`src/rtl/axis_corr_sched_if.sv`:
```
// Bundle of the AXI-Stream channels around the correlator scheduler.
// Signals:
//   s_axis_*       : requester side, NUM_REQ lanes (slice i belongs to requester i)
//   m_axis_corr_*  : feed into the shared correlator
//   s_axis_corr_*  : beats coming back from the correlator
//   m_axis_*       : tagged results (tdest names the requester)
// Modports: master = scheduler view, slave = environment view.
interface axis_corr_sched_if #(
    parameter int unsigned NUM_REQ      = 4,
    parameter int unsigned SLAVE_WIDTH  = 64,
    parameter int unsigned MASTER_WIDTH = 128
);
    localparam int unsigned DEST_W = $clog2(NUM_REQ);

    logic [NUM_REQ-1:0]             s_axis_tvalid;
    logic [NUM_REQ-1:0]             s_axis_tready;
    logic [NUM_REQ*SLAVE_WIDTH-1:0] s_axis_tdata;

    logic                           m_axis_corr_tvalid;
    logic                           m_axis_corr_tready;
    logic [SLAVE_WIDTH-1:0]         m_axis_corr_tdata;

    logic                           s_axis_corr_tvalid;
    logic                           s_axis_corr_tready;
    logic [MASTER_WIDTH-1:0]        s_axis_corr_tdata;

    logic                           m_axis_tvalid;
    logic                           m_axis_tready;
    logic [MASTER_WIDTH-1:0]        m_axis_tdata;
    logic [DEST_W-1:0]              m_axis_tdest;

    modport master (
        input  s_axis_tvalid, s_axis_tdata,
        input  m_axis_corr_tready,
        input  s_axis_corr_tvalid, s_axis_corr_tdata,
        input  m_axis_tready,
        output s_axis_tready,
        output m_axis_corr_tvalid, m_axis_corr_tdata,
        output s_axis_corr_tready,
        output m_axis_tvalid, m_axis_tdata, m_axis_tdest
    );

    modport slave (
        output s_axis_tvalid, s_axis_tdata,
        output m_axis_corr_tready,
        output s_axis_corr_tvalid, s_axis_corr_tdata,
        output m_axis_tready,
        input  s_axis_tready,
        input  m_axis_corr_tvalid, m_axis_corr_tdata,
        input  s_axis_corr_tready,
        input  m_axis_tvalid, m_axis_tdata, m_axis_tdest
    );
endinterface

```
`src/rtl/axis_corr_sched.sv`:
```
// Round-robin scheduler sharing one streaming correlator among NUM_REQ
// requesters. A granted requester streams BURST_LEN beats into the
// correlator; every fed beat pushes the requester index into a tag FIFO and
// every returned beat pops it to label the result with m_axis_tdest.
// Ports:
//   clk, rst_n    : clock, asynchronous active-low reset
//   bus           : axis_corr_sched_if.master (requester, feed, return, result)
//   tag_count     : tag FIFO occupancy
//   err_underflow : sticky, set by a return beat arriving with no tag queued
// Optional feature: define CORR_SCHED_TIMEOUT_EN to release a grant after
// TIMEOUT consecutive busy cycles with the granted requester idle.
module axis_corr_sched #(
    parameter int unsigned NUM_REQ      = 4,
    parameter int unsigned SLAVE_WIDTH  = 64,
    parameter int unsigned MASTER_WIDTH = 128,
    parameter int unsigned BURST_LEN    = 16,
    parameter int unsigned TAG_DEPTH    = 8,
    parameter int unsigned TIMEOUT      = 32
) (
    input  logic                       clk,
    input  logic                       rst_n,
    axis_corr_sched_if.master          bus,
    output logic [$clog2(TAG_DEPTH):0] tag_count,
    output logic                       err_underflow
);
    localparam int unsigned GW = $clog2(NUM_REQ);
    localparam int unsigned AW = $clog2(TAG_DEPTH);
    localparam int unsigned CW = AW + 1;
    localparam int unsigned BW = $clog2(BURST_LEN + 1);

    localparam logic [0:0] IDLE = 1'b0;
    localparam logic [0:0] BUSY = 1'b1;

    // Elaboration-time parameter sanity
    if ((NUM_REQ < 2) || ((NUM_REQ & (NUM_REQ - 1)) != 0)) begin : g_bad_num_req
        $error("NUM_REQ must be a power of 2 and at least 2");
    end
    if ((TAG_DEPTH < 2) || ((TAG_DEPTH & (TAG_DEPTH - 1)) != 0)) begin : g_bad_tag_depth
        $error("TAG_DEPTH must be a power of 2 and at least 2");
    end
    if (BURST_LEN < 1) begin : g_bad_burst_len
        $error("BURST_LEN must be at least 1");
    end
    if (TIMEOUT < 1) begin : g_bad_timeout
        $error("TIMEOUT must be at least 1");
    end

    logic [0:0]    state_q, state_d;
    logic [GW-1:0] grant_q, grant_d;
    logic [GW-1:0] last_grant_q, last_grant_d;
    logic [BW-1:0] beat_q, beat_d;

    logic [GW-1:0] tag_mem_q [TAG_DEPTH];
    logic [AW-1:0] wr_ptr_q, rd_ptr_q;
    logic [CW-1:0] count_q, count_d;
    logic          err_q;

    logic          tag_full_c, tag_empty_c;
    logic          push_c, pop_c, ret_fire_c;
    logic          hit_c;
    logic [GW-1:0] pick_c;

`ifdef CORR_SCHED_TIMEOUT_EN
    localparam int unsigned TW = $clog2(TIMEOUT + 1);
    logic [TW-1:0] idle_cnt_q, idle_cnt_d;
`endif

    assign tag_full_c  = (count_q == CW'(TAG_DEPTH));
    assign tag_empty_c = (count_q == '0);
    assign ret_fire_c  = bus.s_axis_corr_tvalid & bus.m_axis_tready;
    // An underflowing return is forwarded but must not disturb the FIFO
    assign pop_c       = ret_fire_c & ~tag_empty_c;

    // Round-robin search starting just after the last grant
    always_comb begin
        hit_c  = 1'b0;
        pick_c = '0;
        for (int i = 1; i <= int'(NUM_REQ); i++) begin
            if (!hit_c && bus.s_axis_tvalid[GW'(last_grant_q + GW'(i))]) begin
                hit_c  = 1'b1;
                pick_c = GW'(last_grant_q + GW'(i));
            end
        end
    end

    // Next-state and feed handshake
    always_comb begin
        state_d                = state_q;
        grant_d                = grant_q;
        last_grant_d           = last_grant_q;
        beat_d                 = beat_q;
        push_c                 = 1'b0;
        bus.s_axis_tready      = '0;
        bus.m_axis_corr_tvalid = 1'b0;
`ifdef CORR_SCHED_TIMEOUT_EN
        idle_cnt_d             = '0;
`endif
        case (state_q)
            IDLE: begin
                if (hit_c) begin
                    grant_d = pick_c;
                    beat_d  = '0;
                    state_d = BUSY;
                end
            end
            BUSY: begin
                bus.m_axis_corr_tvalid     = bus.s_axis_tvalid[grant_q] & ~tag_full_c;
                bus.s_axis_tready[grant_q] = bus.m_axis_corr_tready & ~tag_full_c;
                push_c = bus.s_axis_tvalid[grant_q] & bus.m_axis_corr_tready & ~tag_full_c;
                if (push_c) begin
                    beat_d = beat_q + BW'(1);
                    if (beat_q == BW'(BURST_LEN - 1)) begin
                        state_d      = IDLE;
                        last_grant_d = grant_q;
                    end
                end
`ifdef CORR_SCHED_TIMEOUT_EN
                // Counter restarts whenever the granted requester shows valid
                if (!bus.s_axis_tvalid[grant_q]) begin
                    if (idle_cnt_q == TW'(TIMEOUT - 1)) begin
                        state_d      = IDLE;
                        last_grant_d = grant_q;
                    end else begin
                        idle_cnt_d = idle_cnt_q + TW'(1);
                    end
                end
`endif
            end
            default: state_d = IDLE;
        endcase
    end

    // Scheduler state
    always_ff @(posedge clk or negedge rst_n) begin
        if (!rst_n) begin
            state_q      <= IDLE;
            grant_q      <= '0;
            last_grant_q <= GW'(NUM_REQ - 1);
            beat_q       <= '0;
`ifdef CORR_SCHED_TIMEOUT_EN
            idle_cnt_q   <= '0;
`endif
        end else begin
            state_q      <= state_d;
            grant_q      <= grant_d;
            last_grant_q <= last_grant_d;
            beat_q       <= beat_d;
`ifdef CORR_SCHED_TIMEOUT_EN
            idle_cnt_q   <= idle_cnt_d;
`endif
        end
    end

    // Tag occupancy: push and pop together leave it unchanged
    always_comb begin
        count_d = count_q;
        case ({push_c, pop_c})
            2'b10:   count_d = count_q + CW'(1);
            2'b01:   count_d = count_q - CW'(1);
            default: count_d = count_q;
        endcase
    end

    // Tag FIFO pointers, occupancy and sticky underflow flag
    always_ff @(posedge clk or negedge rst_n) begin
        if (!rst_n) begin
            wr_ptr_q <= '0;
            rd_ptr_q <= '0;
            count_q  <= '0;
            err_q    <= 1'b0;
        end else begin
            if (push_c) begin
                wr_ptr_q <= wr_ptr_q + AW'(1);
            end
            if (pop_c) begin
                rd_ptr_q <= rd_ptr_q + AW'(1);
            end
            count_q <= count_d;
            if (ret_fire_c && tag_empty_c) begin
                err_q <= 1'b1;
            end
        end
    end

    // Tag storage; validity is tracked by the pointers, so no reset needed
    always_ff @(posedge clk) begin
        if (push_c) begin
            tag_mem_q[wr_ptr_q] <= grant_q;
        end
    end

    assign bus.m_axis_corr_tdata  = bus.s_axis_tdata[grant_q*SLAVE_WIDTH +: SLAVE_WIDTH];
    assign bus.s_axis_corr_tready = bus.m_axis_tready;
    assign bus.m_axis_tvalid      = bus.s_axis_corr_tvalid;
    assign bus.m_axis_tdata       = MASTER_WIDTH'(bus.s_axis_corr_tdata);
    assign bus.m_axis_tdest       = tag_empty_c ? '0 : tag_mem_q[rd_ptr_q];

    assign tag_count     = count_q;
    assign err_underflow = err_q;
endmodule

```
`src/flat_wrapper.sv`:
```
// flat-port wrapper written by rule: the top's interface ports become plain ports
module axis_corr_sched_flat 
#(
    parameter int unsigned NUM_REQ      = 4,
    parameter int unsigned SLAVE_WIDTH  = 64,
    parameter int unsigned MASTER_WIDTH = 128,
    parameter int unsigned BURST_LEN    = 16,
    parameter int unsigned TAG_DEPTH    = 8,
    parameter int unsigned TIMEOUT      = 32
)
  (clk, rst_n, tag_count, err_underflow, bus_s_axis_tvalid, bus_s_axis_tdata, bus_m_axis_corr_tready, bus_s_axis_corr_tvalid, bus_s_axis_corr_tdata, bus_m_axis_tready, bus_s_axis_tready, bus_m_axis_corr_tvalid, bus_m_axis_corr_tdata, bus_s_axis_corr_tready, bus_m_axis_tvalid, bus_m_axis_tdata, bus_m_axis_tdest);
  axis_corr_sched_if #(.NUM_REQ(NUM_REQ), .SLAVE_WIDTH(SLAVE_WIDTH), .MASTER_WIDTH(MASTER_WIDTH)) bus_i ();
  input  logic clk;
  input  logic rst_n;
  output logic [$clog2(TAG_DEPTH):0] tag_count;
  output logic err_underflow;
  input wire logic [$bits(bus_i.s_axis_tvalid)-1:0] bus_s_axis_tvalid;
  input wire logic [$bits(bus_i.s_axis_tdata)-1:0] bus_s_axis_tdata;
  input wire logic [$bits(bus_i.m_axis_corr_tready)-1:0] bus_m_axis_corr_tready;
  input wire logic [$bits(bus_i.s_axis_corr_tvalid)-1:0] bus_s_axis_corr_tvalid;
  input wire logic [$bits(bus_i.s_axis_corr_tdata)-1:0] bus_s_axis_corr_tdata;
  input wire logic [$bits(bus_i.m_axis_tready)-1:0] bus_m_axis_tready;
  output wire logic [$bits(bus_i.s_axis_tready)-1:0] bus_s_axis_tready;
  output wire logic [$bits(bus_i.m_axis_corr_tvalid)-1:0] bus_m_axis_corr_tvalid;
  output wire logic [$bits(bus_i.m_axis_corr_tdata)-1:0] bus_m_axis_corr_tdata;
  output wire logic [$bits(bus_i.s_axis_corr_tready)-1:0] bus_s_axis_corr_tready;
  output wire logic [$bits(bus_i.m_axis_tvalid)-1:0] bus_m_axis_tvalid;
  output wire logic [$bits(bus_i.m_axis_tdata)-1:0] bus_m_axis_tdata;
  output wire logic [$bits(bus_i.m_axis_tdest)-1:0] bus_m_axis_tdest;
  assign bus_i.s_axis_tvalid = bus_s_axis_tvalid;
  assign bus_i.s_axis_tdata = bus_s_axis_tdata;
  assign bus_i.m_axis_corr_tready = bus_m_axis_corr_tready;
  assign bus_i.s_axis_corr_tvalid = bus_s_axis_corr_tvalid;
  assign bus_i.s_axis_corr_tdata = bus_s_axis_corr_tdata;
  assign bus_i.m_axis_tready = bus_m_axis_tready;
  assign bus_s_axis_tready = bus_i.s_axis_tready;
  assign bus_m_axis_corr_tvalid = bus_i.m_axis_corr_tvalid;
  assign bus_m_axis_corr_tdata = bus_i.m_axis_corr_tdata;
  assign bus_s_axis_corr_tready = bus_i.s_axis_corr_tready;
  assign bus_m_axis_tvalid = bus_i.m_axis_tvalid;
  assign bus_m_axis_tdata = bus_i.m_axis_tdata;
  assign bus_m_axis_tdest = bus_i.m_axis_tdest;
  axis_corr_sched #(.NUM_REQ(NUM_REQ), .SLAVE_WIDTH(SLAVE_WIDTH), .MASTER_WIDTH(MASTER_WIDTH), .BURST_LEN(BURST_LEN), .TAG_DEPTH(TAG_DEPTH), .TIMEOUT(TIMEOUT)) u_core (.clk(clk), .rst_n(rst_n), .bus(bus_i), .tag_count(tag_count), .err_underflow(err_underflow));
endmodule
```
`config.mk`:
```
export PLATFORM = sky130hd
export DESIGN_NAME = axis_corr_sched_flat
export DESIGN_NICKNAME = d
export VERILOG_FILES = /design/src/rtl/axis_corr_sched_if.sv /design/src/rtl/axis_corr_sched.sv /design/src/flat_wrapper.sv
export SDC_FILE = /design/constraint.sdc
export NUM_CORES = 1
export LEC_CHECK = 0
export CORE_AREA = 2 2 230 232
export CTS_BUF_LIST = sky130_fd_sc_hd__clkbuf_4
export CTS_CLUSTER_SIZE = 40
export DETAILED_ROUTE_END_ITERATION = 12
export DIE_AREA = 0 0 232 234
export DONT_BUFFER_PORTS = 1
export PLACE_DENSITY = 0.3
export SLEW_MARGIN = 30
export SYNTH_ARGS = -nofsm -noshare
export SYNTH_HDL_FRONTEND = slang
export SYNTH_SLANG_ARGS = --single-unit
export TNS_END_PERCENT = 1
```
`constraint.sdc`:
```
create_clock -name clk -period 3.4 [get_ports clk]
set_input_delay 0.17 -clock clk [delete_from_list [all_inputs] [get_ports clk]]
set_output_delay 0.17 -clock clk [all_outputs]
set_load 0.01 [all_outputs]
```
* Yosys cells after proc, flatten, opt, wreduce, memory -nomap -nowiden
Memories as Yosys holds them, arrays and structs flattened.
Cells that the tools add are included.
** Operators by class
- $add $sub $neg :: 8
- $lt $le $gt $ge :: 6
- Equality and inequality tests :: 6
- Shift-type cells :: 1
- Muxes and demuxes :: 34
- Bitwise operators :: 10
- Reduce and logical (&&, ||, !) cells :: 13
** Operator list (count)
- $shiftx 256x9->64 :: 1
- $mux 1 :: 17
- $lt 2x3->1 const B :: 5
- $bmux 1 s2 :: 5
- $mux 2 :: 5
- $mux 5 :: 2
- $pmux 5 s2 :: 1
- $pmux 4 s2 :: 1
- $add 3x1->3 const B :: 2
- $and 1x1->1 :: 6
- $add 5x1->5 const B :: 1
- $eq 5x4->1 const B :: 1
- $logic_and 1x1->1 :: 5
- $add 2x2->2 const B :: 2
- $add 4x1->4 const B :: 1
- $and 4x4->4 :: 1
- $eq 4x4->1 const B :: 1
- $logic_not 4->1 :: 1
- $mux 4 :: 1
- $reduce_and 2->1 :: 2
- $sub 4x1->4 const B :: 1
- $logic_not 1->1 :: 3
- $not 1->1 :: 3
- $reduce_and 3->1 :: 1
- other kinds (9) :: 9
** Storage, ports and cells
- Register bits after elaboration :: 21
- Bits in writable memories :: 16
- Input port bits :: 393
- Output and inout port bits :: 206
- Word-level logic and storage cells :: 87
- Memories kept :: 1
** Memory list
- u_core.tag_mem_q :: words 8, bits a word 2, rd ports 1, clocked after Yosys merged registers in 0, wr ports 1, line axis_corr_sched.sv:53 : logic [GW-1:0] tag_mem_q [TAG_DEPTH];

* Logic depth before layout (Yosys ltp)
- Depth after elaboration :: 15
- Gate-level depth with buffers :: 13
- Depth with buffers taken out :: 10

* Worst setup path after synthesis
Ideal clock, no wire load.
- Path type :: register -> register
- Start point :: register u_core.grant_q[0]
- End point :: register u_core.count_q[2] (netlist: u_core.tag_count[2])
- Library setup time :: 0.131 ns
- Arrival :: 2.498 ns
- Data required time :: 3.269 ns
- Path slack :: 0.771 ns
- Stages on the path, launching flop included :: 14
- Period minus slack after synthesis :: 2.629 ns
- Cell sequence :: dfrtp_1 > buf_2 > mux4_2 > and4_4 > buf_6 > clkinv_4 > buf_12 > ha_1 > xor2_1 > ha_1 > a21oi_1 > xor2_1 > nor2_1 > xor2_1
** On the way
- Longest elaborated chain between the ends :: 7
** Ends and longest elaborated chain
- start, declared :: line axis_corr_sched.sv:49 : logic [GW-1:0] grant_q, grant_d;
- start signal, assigned :: line axis_corr_sched.sv:145 : grant_q <= grant_d;
- $bmux 1 s2 * :: line axis_corr_sched.sv:109 : push_c = bus.s_axis_tvalid[grant_q] & bus.m_axis_corr_tready & ~tag_full_c;
- $mux 1 (implied by the code) * :: line axis_corr_sched.sv:109
- $and 1x1->1 * (2 in series) :: line axis_corr_sched.sv:109
- $mux 1 * :: line axis_corr_sched.sv:98 : case (state_q)
- $eq 2x1->1 / $eq 2x2->1 (equally long branches) :: line axis_corr_sched.sv:157 : case ({push_c, pop_c})
- $pmux 4 s2 / $reduce_bool 2->1 (equally long branches)
- end signal, assigned :: line axis_corr_sched.sv:178 : count_q <= count_d;
- end, declared :: line axis_corr_sched.sv:55 : logic [CW-1:0] count_q, count_d;
Every way passes the cells marked *; elsewhere a longest branch is shown, timed or not. The select of a mux whose other input is x is not followed.
A chain may end at the register's enable or synchronous reset.

* Worst setup path after layout
- Start point :: register u_core.grant_q[0]
- End point :: output bus_m_axis_corr_tdata[53]
** On the way
- Longest elaborated chain between the ends :: 1
** Ends and longest elaborated chain
- $shiftx 256x9->64 :: line axis_corr_sched.sv:192 : assign bus.m_axis_corr_tdata = bus.s_axis_tdata[grant_q*SLAVE_WIDTH +: SLAVE_WIDTH];
- end, declared :: line flat_wrapper.sv:25 : output wire logic [$bits(bus_i.m_axis_corr_tdata)-1:0] bus_m_axis_corr_tdata;
No other way between the ends.

==> impl.org <==
** Finish
- Share of layout cells above drive strength 1 :: 42.7%
- NumNets Final :: 617
- FILL cells :: 5986
- Leaving out fill and tap cells, the most frequent cell in the layout is sky130_fd_sc_hd__mux4_2.
- Commonest non-fill, non-tap cells in the layout :: sky130_fd_sc_hd__mux4_2 (69), sky130_fd_sc_hd__nand2_1 (17), sky130_fd_sc_hd__dfrtp_1 (17), sky130_fd_sc_hd__edfxtp_1 (16), sky130_fd_sc_hd__ha_1 (7)
- Post-Route Utilization :: 8.21%
- Final standard cell count with taps included and fillers excluded :: 919
- From synthesis to final layout, the design area changed by -1.10%.

** Timing
- Summed over all failing endpoints, the final setup total negative slack is 0 ps.
- Hold Vio Cnt, Final :: 0
- Final worst path period share :: 81.2%
- The routed design could run at a clock period as short as 2760 ps.
- The final number of max-transition violations is 0.
- Final-report setup violation count :: 0
- The clock arrives with 25.1 ps of skew.
- Unrepaired setup endpoints after global routing :: false
- Worst slew margin relative to its limit :: 49.4%
- For this run, the top clock speed supported by timing is 0.362 GHz.
- For the pin with the worst max-slew slack, the measured transition is 759 ps.

** Floorplanning
- The die covers 0.0543 sq mm.
- For this design the top-level I/O count stands at 599.
- Die span in y :: 234 um
- The initialized floorplan defines 84 standard-cell rows.
- The region available for standard cell placement spans 0.0520 sq mm.
- Initial cell density of the core :: 8.30%
- Width of the die :: 232 um

** Worst setup path
- The critical path goes through buf_4 -> buf_6 -> mux4_2.
- The worst setup path is launched from a flop.
- Worst-path cell with the longest stage delay :: sky130_fd_sc_hd__mux4_2
- Counting cells, the worst reg-to-reg path comes to 10.
- Flop2flop setup slack :: 680 ps
- Maximum fanout along the worst path :: 53
- In this run the critical register-to-register path is captured at u_core.tag_count[2].
- The setup path with the least slack is of type flop to output pin.
- On the worst path, the slowest cell contributes a delay of 700 ps.
- On the critical path the largest part of the delay comes from buffers and inverters.
- At the worst endpoint, the arrival time is 2590 ps.
- Buffers plus inverters on the worst setup path :: 2
- STA puts the critical path data required time at 3230 ps.
- Critical register-to-register path startpoint :: u_core.tag_count[1]
- Endpoint type of the worst setup path :: output pin

** Clocking
- Clock tree synthesis found a total of 37 sinks.
- TritonCTS built the clock tree.
- The H-tree generated during clock tree synthesis spans 2 levels.
- Buffers inserted during clock tree synthesis total 5.
- Root cell of the clock tree :: sky130_fd_sc_hd__clkbuf_4
- Clock transition at the registers of the reported paths :: 130 ps
- Maximum clock path buffer count :: 2
- Buffer count from post-CTS setup fixing :: 0
- Later-pin clock latency in the skew report :: 350 ps

** Routing
- DRC errors left :: 0
- Once detail routing completed, the nets flagged for antenna violations numbered 0.
- Dividing the detail-routed wire length by the instance count gives 30.8 um.
- In the routed layout, each cell is associated on average with a via count of 3.03.
- Number of search-and-repair iterations in the first detailed-routing pass :: 4
- The first routing iteration left 178 violations.
- Via total after detailed routing :: 2788
- The routed design has 28300 um of wire.

** Min path
- The startpoint identified for the worst hold timing path is bus_s_axis_tvalid[3].
- Hold path depth :: 2
- For hold timing, the worst endpoint is u_core.state_q.
- Hold Path Class :: input pin to flop

** Global routing
- The number of antenna violations at the first check in global routing is 59.
- Entering global routing, the biggest net connects 60 pins.
- All-Layer GR Usage :: 10.1%
- Via count of the first global-routing pass :: 2984
- Global-route wire length before repair :: 34300 um
- Global routing finished with a remaining overflow of 0.

** Logic synthesis
- Post-synthesis sequential element count :: 37
- During synthesis, Yosys emitted a total of 0 warnings.
- Number of instances in the synthesized netlist :: 354
- Sequential cells were found to cover 23.3% of the synthesized design area.
- Count of different cell masters after synthesis :: 42
- Share of Yosys cell area claimed by the top area cell type :: 36.0%
- Average cell area after synthesis :: 12.2 sq um
- Leading post-synthesis cells by cell area :: sky130_fd_sc_hd__mux4_2 (36%), sky130_fd_sc_hd__buf_4 (23%), sky130_fd_sc_hd__edfxtp_1 (11%)
- The largest total area in the synthesized netlist belongs to sky130_fd_sc_hd__mux4_2.
- Synth Cell Area :: 0.00432 sq mm
- Mapped Nets :: 754

** Power and ir drop
- Cell leakage power :: 0.00120 uW
- Total power for the finished layout comes to 1880 uW.
- Power spread over the standard cell area amounts to 439 mW/mm^2.
- Worst IR Drop VDD :: 0.130 mV

** Place
- Routability-driven placement finished with a final weighted congestion of 0.794.
- Input and output buffers added on the ports amount to 0.
- Counting tap cells, the placed design contains a total of 894 instances.
- DPL Wire Length :: 26300 um

** Flow run
- Max-cap violations in this run came to 0.

** Status
- Outcome :: completed
==> worst max path at each step <==
stage               slack [ps]                start                   endpoint  cells past startpoint
global placement           780    u_core.grant_q[0]  bus_m_axis_corr_tdata[53]                      3
floorplan                  770    u_core.grant_q[0]        u_core.tag_count[2]                     13
detailed placement         690  u_core.tag_count[1]        u_core.tag_count[2]                      9
global route               460    u_core.grant_q[0]  bus_m_axis_corr_tdata[53]                      3
CTS                        330    u_core.grant_q[0]  bus_m_axis_corr_tdata[53]                      3
finish                     640    u_core.grant_q[0]  bus_m_axis_corr_tdata[53]                      3
==> where the power goes <==
part | switching (uW) | internal (uW) | leakage [uW]
combinational | 389 | 398 | 0.000773
clock | 160 | 156 | 0.0000415
sequential | 185 | 591 | 0.000386
==> state kept, by name (all words and copies together), names as in the netlist <==
signal                flops
u_core.last_grant_q       2
u_core.beat_q             5
u_core.rd_ptr_q           3
u_core.tag_count          4
u_core.state_q            1
u_core.wr_ptr_q           3
u_core.grant_q            2
u_core.err_underflow      1
u_core.tag_mem_q         16
==> layer usage <==
layer / vias up / wire length, um / GRT usage (%)
met4: 18 / 663 / 2.40
met3: 92 / 4400 / 7.16
met5: - / 118 / 0
met1: 1332 / 10400 / 10.8
met2: 403 / 12800 / 15.9
li1: 943 / - / -
==> timing repair <==
| item | CTS | global route |
|---|---|---|
| hold endpoints to repair | 22 | 19 |
| gates resized for setup | 0 | 0 |
| hold buffers | 3 | 1 |
==> stage by stage <==
stage                     setup slack, ps  hold slack [ps]  instance area, sq um
after floorplan                       771             -126                  4320
after CTS                             328             26.0                  4230
after global routing                  459             32.3                  4250
after global placement                779             -125                  4120
final                                 639             45.5                  4270
after detailed placement              686             -125                  4120
==> synthesized netlist by cell type (all sizes together) <==
cell type	instances
nor3b	3
and4	1
inv	4
clkbuf	8
a31o	1
o31a	1
nand2	18
nor3	6
and3b	1
nand2b	2
o22ai	2
o32ai	1
o21a	1
nand4	1
dfstp	2
nor4b	2
or4b	1
ha	7
a21oi	4
dfrtp	19
nor4	2
and3	2
nand3	4
mux4	69
nor2b	1
clkinv	1
buf	144
xnor2	5
xor2	4
mux2i	5
nor4bb	1
o21ai	5
or4	1
nor2	5
edfxtp	16
mux2	4
==> logic make-up after synthesis <==
logic type / after synthesis / share of synthesized area (%)
flops: 37 / 23.3
mux: 78 / 38.2
fa+ha+maj: 7 / 2.03
compound gates: 15 / 2.11
simple gates: 51 / 6.49
buf+inv: 157 / 26.0
xor+xnor: 9 / 1.82
==> area by class of cell <==
class / count / area [sq um] / share of cell area [%]
clock buffer: 5 / 37.5 / 0.878
timing repair buffer: 8 / 68.8 / 1.61
antenna: 13 / 32.5 / 0.761
clock inverter: 3 / 46.3 / 1.08
tap: 688 / 861 / 20.1
inverter: 5 / 23.8 / 0.556
multi-input combinational: 160 / 2190 / 51.2
sequential: 37 / 1020 / 23.8
==> worst register-to-register path: cells and delay by family (launching register included) <==
family,cells,cell delay (ps)
AOI/OAI and AO/OA,1,170
adders and majority gates,2,470
xor gates and xnor gates,3,430
and+or+nand+nor,3,900
DFF,1,530
buffers and inverters,1,110
No activity file was read; power rests on OpenSTA's default activity.
